`src/rtl/wb_dec_pkg.sv`:
```
// Shared types and helpers for the user-area Wishbone decoder.
package wb_dec_pkg;

  typedef enum logic [1:0] {IDLE, BUSY, ACK} state_e;

  localparam logic [31:0] ERR_DATA_DEF = 32'hDEAD_BEEF;
  localparam int          MAX_SLV      = 8;

  typedef struct packed {
    logic       hit;
    logic [2:0] idx;
  } match_t;

  // Prefix match over up to MAX_SLV table bytes; lowest matching index wins.
  function automatic match_t prefix_match(input logic [7:0]           pfx,
                                          input logic [MAX_SLV*8-1:0] base,
                                          input int                   num);
    match_t m;
    m = '0;
    for (int i = MAX_SLV - 1; i >= 0; i--) begin
      if (i < num && base[i*8 +: 8] == pfx) begin
        m.hit = 1'b1;
        m.idx = 3'(i);
      end
    end
    return m;
  endfunction

endpackage

```
`src/rtl/wb_user_decoder_if.sv`:
```
// Wishbone master-to-decoder bus (mgmt SoC side).
interface wb_user_decoder_if;
  logic        wbs_stb_i;
  logic        wbs_cyc_i;
  logic        wbs_we_i;
  logic [3:0]  wbs_sel_i;
  logic [31:0] wbs_dat_i;
  logic [31:0] wbs_adr_i;
  logic        wbs_ack_o;
  logic [31:0] wbs_dat_o;

  modport slave (
    input  wbs_stb_i, wbs_cyc_i, wbs_we_i, wbs_sel_i, wbs_dat_i, wbs_adr_i,
    output wbs_ack_o, wbs_dat_o
  );

  modport master (
    output wbs_stb_i, wbs_cyc_i, wbs_we_i, wbs_sel_i, wbs_dat_i, wbs_adr_i,
    input  wbs_ack_o, wbs_dat_o
  );
endinterface

```
`src/rtl/wb_dec_timer.sv`:
```
// Saturating bus-timeout counter. tc is raised in the cycle whose increment
// brings the count to TIMEOUT, so the caller can react on that same edge.
module wb_dec_timer #(
  parameter int TIMEOUT = 255
) (
  input  logic clk,
  input  logic rst,
  input  logic clr,
  input  logic en,
  output logic tc
);
  localparam int W = $clog2(TIMEOUT + 1);
  localparam logic [W-1:0] LIMIT = W'(TIMEOUT);
  localparam logic [W-1:0] LAST  = W'(TIMEOUT - 1);

  logic [W-1:0] cnt;

  // Count while enabled, hold at LIMIT, never wrap.
  always_ff @(posedge clk) begin
    if (rst || clr)              cnt <= '0;
    else if (en && cnt != LIMIT) cnt <= cnt + 1'b1;
  end

  assign tc = en && (cnt == LAST || cnt == LIMIT);
endmodule

```
`src/rtl/wb_user_decoder.sv`:
```
// Wishbone decoder/mux for the user project area: routes the mgmt master to
// NUM_SLV slaves by adr[31:24], registers the return path, answers unmapped
// addresses itself and aborts hung slaves after TIMEOUT cycles.
// Optional build macro WB_DEC_STATUS_EN adds an internal status register at
// prefix STATUS_BASE (timeout count and last timed-out slave index).
module wb_user_decoder
  import wb_dec_pkg::*;
#(
  parameter int                   NUM_SLV     = 4,
  // byte i (LSB byte = slave 0): slave 0 = 0x38, 1 = 0x30, 2 = 0x31, 3 = 0x32
  parameter logic [NUM_SLV*8-1:0] BASE_VEC    = {8'h32, 8'h31, 8'h30, 8'h38},
  parameter int                   TIMEOUT     = 255,
  parameter logic [31:0]          ERR_DATA    = ERR_DATA_DEF,
  parameter logic [7:0]           STATUS_BASE = 8'h3F
) (
  input  logic                   wb_clk_i,
  input  logic                   wb_rst_i,
  wb_user_decoder_if.slave       wbs,
  output logic [NUM_SLV-1:0]     slv_stb_o,
  input  logic [NUM_SLV-1:0]     slv_ack_i,
  input  logic [NUM_SLV*32-1:0]  slv_dat_i,
  output logic                   err_o
);
  localparam int IW = (NUM_SLV > 1) ? $clog2(NUM_SLV) : 1;

  state_e                    state;
  logic [IW-1:0]             sel_q;
  logic                      dflt_q;
  logic                      req;
  logic                      tc;
  match_t                    m;
  logic [NUM_SLV-1:0][31:0]  sdat;

  assign sdat = slv_dat_i;
  assign req  = wbs.wbs_cyc_i & wbs.wbs_stb_i;
  assign m    = prefix_match(wbs.wbs_adr_i[31:24], (MAX_SLV*8)'(BASE_VEC), NUM_SLV);

  // Write data, byte selects and low address bits only matter to the slaves.
  logic unused_bus;
  assign unused_bus = ^{wbs.wbs_sel_i, wbs.wbs_dat_i, wbs.wbs_adr_i[23:0], wbs.wbs_we_i};

  wb_dec_timer #(.TIMEOUT(TIMEOUT)) u_timer (
    .clk (wb_clk_i),
    .rst (wb_rst_i),
    .clr (state != BUSY),
    .en  (state == BUSY && !dflt_q),
    .tc  (tc)
  );

`ifdef WB_DEC_STATUS_EN
  logic        sta_hit;
  logic [15:0] to_cnt;
  logic [2:0]  last_idx;
  assign sta_hit = (wbs.wbs_adr_i[31:24] == STATUS_BASE);
`else
  logic [7:0] unused_status;
  assign unused_status = STATUS_BASE;
`endif

  // Transfer FSM with registered strobe, ack, data and error outputs.
  always_ff @(posedge wb_clk_i) begin
    if (wb_rst_i) begin
      state         <= IDLE;
      wbs.wbs_ack_o <= 1'b0;
      wbs.wbs_dat_o <= '0;
      slv_stb_o     <= '0;
      err_o         <= 1'b0;
      sel_q         <= '0;
      dflt_q        <= 1'b0;
`ifdef WB_DEC_STATUS_EN
      to_cnt        <= '0;
      last_idx      <= '0;
`endif
    end else begin
      wbs.wbs_ack_o <= 1'b0;
      err_o         <= 1'b0;
      case (state)
        IDLE: if (req) begin
`ifdef WB_DEC_STATUS_EN
          if (sta_hit) begin
            state         <= ACK;
            wbs.wbs_ack_o <= 1'b1;
            if (wbs.wbs_we_i) begin
              to_cnt   <= '0;
              last_idx <= '0;
            end else begin
              wbs.wbs_dat_o <= {to_cnt, 5'b0, last_idx, 8'b0};
            end
          end else begin
`else
          begin
`endif
            sel_q  <= IW'(m.idx);
            dflt_q <= !m.hit;
            state  <= BUSY;
            for (int i = 0; i < NUM_SLV; i++)
              slv_stb_o[i] <= m.hit && (m.idx == 3'(i));
          end
        end
        BUSY: begin
          if (!wbs.wbs_cyc_i) begin
            state     <= IDLE;
            slv_stb_o <= '0;
          end else if (dflt_q) begin
            wbs.wbs_dat_o <= '0;
            wbs.wbs_ack_o <= 1'b1;
            state         <= ACK;
          end else if (slv_ack_i[sel_q]) begin
            wbs.wbs_dat_o <= sdat[sel_q];
            wbs.wbs_ack_o <= 1'b1;
            slv_stb_o     <= '0;
            state         <= ACK;
          end else if (tc) begin
            wbs.wbs_dat_o <= ERR_DATA;
            wbs.wbs_ack_o <= 1'b1;
            err_o         <= 1'b1;
            slv_stb_o     <= '0;
            state         <= ACK;
`ifdef WB_DEC_STATUS_EN
            if (to_cnt != 16'hFFFF) to_cnt <= to_cnt + 1'b1;
            last_idx <= 3'(sel_q);
`endif
          end
        end
        ACK:     state <= IDLE;
        default: state <= IDLE;
      endcase
    end
  end
endmodule

```
`src/flat_wrapper.sv`:
```
// flat-port wrapper written by rule: the top's interface ports become plain ports
module wb_user_decoder_flat import wb_dec_pkg::*;
#(
  parameter int                   NUM_SLV     = 4,
                                                                              
  parameter logic [NUM_SLV*8-1:0] BASE_VEC    = {8'h32, 8'h31, 8'h30, 8'h38},
  parameter int                   TIMEOUT     = 255,
  parameter logic [31:0]          ERR_DATA    = ERR_DATA_DEF,
  parameter logic [7:0]           STATUS_BASE = 8'h3F
)
  (wb_clk_i, wb_rst_i, slv_stb_o, slv_ack_i, slv_dat_i, err_o, wbs_wbs_stb_i, wbs_wbs_cyc_i, wbs_wbs_we_i, wbs_wbs_sel_i, wbs_wbs_dat_i, wbs_wbs_adr_i, wbs_wbs_ack_o, wbs_wbs_dat_o);
  wb_user_decoder_if wbs_i ();
  input  logic wb_clk_i;
  input  logic wb_rst_i;
  output logic [NUM_SLV-1:0] slv_stb_o;
  input  logic [NUM_SLV-1:0] slv_ack_i;
  input  logic [NUM_SLV*32-1:0] slv_dat_i;
  output logic err_o;
  input wire logic [$bits(wbs_i.wbs_stb_i)-1:0] wbs_wbs_stb_i;
  input wire logic [$bits(wbs_i.wbs_cyc_i)-1:0] wbs_wbs_cyc_i;
  input wire logic [$bits(wbs_i.wbs_we_i)-1:0] wbs_wbs_we_i;
  input wire logic [$bits(wbs_i.wbs_sel_i)-1:0] wbs_wbs_sel_i;
  input wire logic [$bits(wbs_i.wbs_dat_i)-1:0] wbs_wbs_dat_i;
  input wire logic [$bits(wbs_i.wbs_adr_i)-1:0] wbs_wbs_adr_i;
  output wire logic [$bits(wbs_i.wbs_ack_o)-1:0] wbs_wbs_ack_o;
  output wire logic [$bits(wbs_i.wbs_dat_o)-1:0] wbs_wbs_dat_o;
  assign wbs_i.wbs_stb_i = wbs_wbs_stb_i;
  assign wbs_i.wbs_cyc_i = wbs_wbs_cyc_i;
  assign wbs_i.wbs_we_i = wbs_wbs_we_i;
  assign wbs_i.wbs_sel_i = wbs_wbs_sel_i;
  assign wbs_i.wbs_dat_i = wbs_wbs_dat_i;
  assign wbs_i.wbs_adr_i = wbs_wbs_adr_i;
  assign wbs_wbs_ack_o = wbs_i.wbs_ack_o;
  assign wbs_wbs_dat_o = wbs_i.wbs_dat_o;
  wb_user_decoder #(.NUM_SLV(NUM_SLV), .BASE_VEC(BASE_VEC), .TIMEOUT(TIMEOUT), .ERR_DATA(ERR_DATA), .STATUS_BASE(STATUS_BASE)) u_core (.wb_clk_i(wb_clk_i), .wb_rst_i(wb_rst_i), .wbs(wbs_i), .slv_stb_o(slv_stb_o), .slv_ack_i(slv_ack_i), .slv_dat_i(slv_dat_i), .err_o(err_o));
endmodule
```
`config.mk`:
```
export PLATFORM = sky130hd
export DESIGN_NAME = wb_user_decoder_flat
export DESIGN_NICKNAME = d
export VERILOG_FILES = /design/src/rtl/wb_dec_pkg.sv /design/src/rtl/wb_user_decoder_if.sv /design/src/rtl/wb_dec_timer.sv /design/src/rtl/wb_user_decoder.sv /design/src/flat_wrapper.sv
export SDC_FILE = /design/constraint.sdc
export NUM_CORES = 1
export LEC_CHECK = 0
export BUFFER_PORTS_ARGS = -buffer_cell sky130_fd_sc_hd__clkbuf_2
export CORE_MARGIN = 2
export CORE_UTILIZATION = 30
export CTS_CLUSTER_SIZE = 40
export DETAILED_ROUTE_END_ITERATION = 10
export PLACE_DENSITY_LB_ADDON = 0.05
export SLEW_MARGIN = 25
export SYNTH_ARGS = -nofsm -noshare
export SYNTH_HDL_FRONTEND = slang
export SYNTH_SLANG_ARGS = --single-unit
export TNS_END_PERCENT = 30
```
`constraint.sdc`:
```
create_clock -name wb_clk_i -period 4.4 [get_ports wb_clk_i]
set_input_delay 0.88 -clock wb_clk_i [delete_from_list [all_inputs] [get_ports wb_clk_i]]
set_output_delay 0.88 -clock wb_clk_i [all_outputs]
set_load 0.01 [all_outputs]
```
==> summary.md <==
| Metric | Value |
|---|---|
| Status | `finished, final reports clean` |
| R2r endpoint | `u_core.wbs.wbs_dat_o[14]` |
| Post-CTS Setup Repair Bufs | `0` |
| Drc violations | `0` |
| Syn-to-layout area delta | `35.1%` |
| CTS tree | `yes` |
| Setup crit end kind | `flip-flop` |
| Reg2Reg Depth | `5` |
| WL met3 | `645 um` |
| Clock slew at reported path FFs | `110 ps` |
| Max Freq | `347 MHz` |
| VDD IR max | `0.130 mV` |
| DRT iter0 DRCs | `122` |
| Die area | `0.0110 mm2` |
| Drt pass-1 iters | `4` |
| Hold_sp | `u_core.wbs.wbs_dat_o[16]` |
| Post-synth top cells | `dfxtp_1, nor2_1, mux4_2, o2bb2ai_2, a21oi_1` |
| Final setup TNS | `0 ps` |
| Vias/cell | `4.98` |
| Largest cells by area after synthesis | `dfxtp_1, mux4_2, o2bb2ai_2` |
| Worst Path Max Fanout | `25` |
| Vias in the first global route | `2804` |
| Top_reg_cell synth | `dfxtp_1` |
| Finish-stage setup viols | `0` |
| H-tree depth | `2` |
| PortBufs | `181` |
| Metal2 WL | `4200 um` |
| GPL Wtd Cong | `0.734` |
| Avg WL per Cell | `15.4 um` |
| Crit path DAT | `3130 ps` |
| FP Rows | `36` |
| Reg-to-reg slack, setup | `1520 ps` |
| Clk sinks | `51` |
| Die W | `105 um` |
| Grt ovf | `0` |
| Tightest Hold Check Type | `flip-flop to flip-flop` |
| Fin cells | `559` |
| CP endpoint | `u_core.wbs.wbs_dat_o[14]` |
| Cell with the most instances after synthesis | `dfxtp_1` |
| Initial core utilization | `31.0%` |
| Clock Tree Root | `clkbuf_8` |
| Largest net degree at the start of global routing | `33` |
| Resized cells post-CTS | `0` |
| Number of library cell types mapped by synthesis | `48` |
| Crit path from | `u_core.sel_q[0]` |
| I/O pins | `243` |
| Area leader, netlist | `dfxtp_1` |
| Worst-Skew Late Latency | `310 ps` |
| Layout cells sized above 1 | `61.5%` |
| Cells after Synth | `253` |
| All-Layer GR Usage | `15.6%` |
| R2R Path Start | `u_core.sel_q[0]` |
| Power per cell area | `225 mW/mm2` |
| Aggregate routed wire length | `8590 um` |
| Wl on met1 | `3590 um` |
| Number of synthesized flops with an enable pin | `0` |
| Number of diodes | `0` |
| Final Hold Fails | `0` |
| Synth warn | `0` |
| Routed via count | `2783` |
| Syn avg cell area | `12.0 um2` |
| Ys async rst share | `0%` |
| Nets | `632` |
| Mapped Nets | `460` |
| Die Y | `105 um` |
| Placed Cells | `551` |
| CTS buffer count | `5` |
| Antenna Nets Post-Route | `0` |
| Hold_buf cts | `0` |
| Leakage power | `1.72 nW` |
| Synth top area share | `33.5%` |
| Worst-Margin Slew | `941 ps` |
| Core area | `0.00982 mm2` |
| WP data required | `4650 ps` |
| First-pass GRT wire length | `13800 um` |
| Max layer used | `met4` |
| Max-cap violation count | `0` |
| CTS max path bufs | `2` |
| DP Wirelength | `6830 um` |
| Post-synthesis sequential area ratio | `33.5%` |
| Worst Skew | `12.8 ps` |
| Synth Register Bits | `51` |
| Pins Over Slew Limit | `0` |
| Period utilization | `65.4%` |
| Initial antenna violation count | `0` |
| Startpoint types | `flip-flop` |
| Normalized max-slew margin | `37.3%` |
| RSZ-0062 raised after global routing | `false` |
| Tmin final | `2880 ps` |
| Critical setup path kind | `flip-flop to flip-flop` |
| Synthesized area | `0.00305 mm2` |
## registers in the layout, indices dropped and copies added, names as in the netlist
signal / cells
u_core.sel_q: 2
u_core.dflt_q: 1
u_core.state: 2
u_core.err_o: 1
u_core.wbs.wbs_ack_o: 1
u_core.u_timer.cnt: 8
u_core.slv_stb_o: 4
u_core.wbs.wbs_dat_o: 32
## cells in the final DEF (no fill, tap or decap), drive strengths merged, types with 2 or more instances in the layout
cell type,instances
a211oi,3
a21oi,9
a22o,8
a22oi,2
a31o,2
and3b,2
buf,3
clkbuf,187
dfxtp,51
ha,2
inv,5
mux2i,2
mux4,33
nand2,3
nand3,3
nand3b,3
nand4,2
nor2,38
nor4,7
o21ai,4
o2bb2ai,24
or2,2
or3,2
or3b,4
xnor2,5
## stage by stage
stage | hold WS, ps | worst slack (ps) | util (%) | area, um2 | power (mW)
floorplan | 475 | 2180 | - | 3050 | 0.563
global placement | 447 | 1420 | 40.9 | 4020 | 0.639
detailed placement | 448 | 1400 | 40.9 | 4020 | 0.642
CTS | 477 | 1400 | 41.9 | 4120 | 0.944
global route | 490 | 1140 | 41.9 | 4120 | 0.975
finish | 475 | 1520 | 41.9 | 4120 | 0.927
## worst min-delay path by stage
| stage | depth (start not counted) | slack [ps] | endpoint |
|---|---|---|---|
| global placement | 1 | 450 | u_core.wbs.wbs_dat_o[16] |
| floorplan | 2 | 470 | u_core.u_timer.cnt[4] |
| finish | 1 | 470 | u_core.wbs.wbs_dat_o[16] |
| CTS | 1 | 480 | u_core.wbs.wbs_dat_o[19] |
| global route | 1 | 490 | u_core.wbs.wbs_dat_o[11] |
| detailed placement | 1 | 450 | u_core.wbs.wbs_dat_o[19] |
## worst max-delay path, cell delays in order (launching register included)
cell     delay (ps)
dfxtp_2         710
buf_4           460
mux2i_1         120
mux2_2          480
nor4_2          780
a22o_1          250
## report_power, final
group	internal [mW]	leakage (nW)	switching, mW
clock network	0.129	0.0474	0.169
registers	0.469	0.413	0.00656
logic	0.0878	1.26	0.0653
## area by class of cell
cell class	count	area (um2)
sequential	51	1020
timing repair buffer	184	928
fill	1013	5700
tap	133	166
inverter	5	18.8
multi-input combinational	178	1880
clock buffer	6	82.6
clock inverter	2	16.3
## metal layers
layer	vias to the layer above	global-route usage, %
met3	10	4.49
li1	1343	-
met4	0	4.19
met1	1320	19.5
met5	-	0
met2	110	26.5
## cell families after synthesis
logic type,after synthesis,synth area share (%)
and+or+nand+nor,74,13.1
AOI/OAI and AO/OA,61,20.9
DFF,51,33.5
muxes,36,25.4
buffers and inverters,24,4.77
xor gates and xnor gates,5,1.44
adders and majority gates,2,0.822
Note: power is estimated with default switching activity, not from simulation.
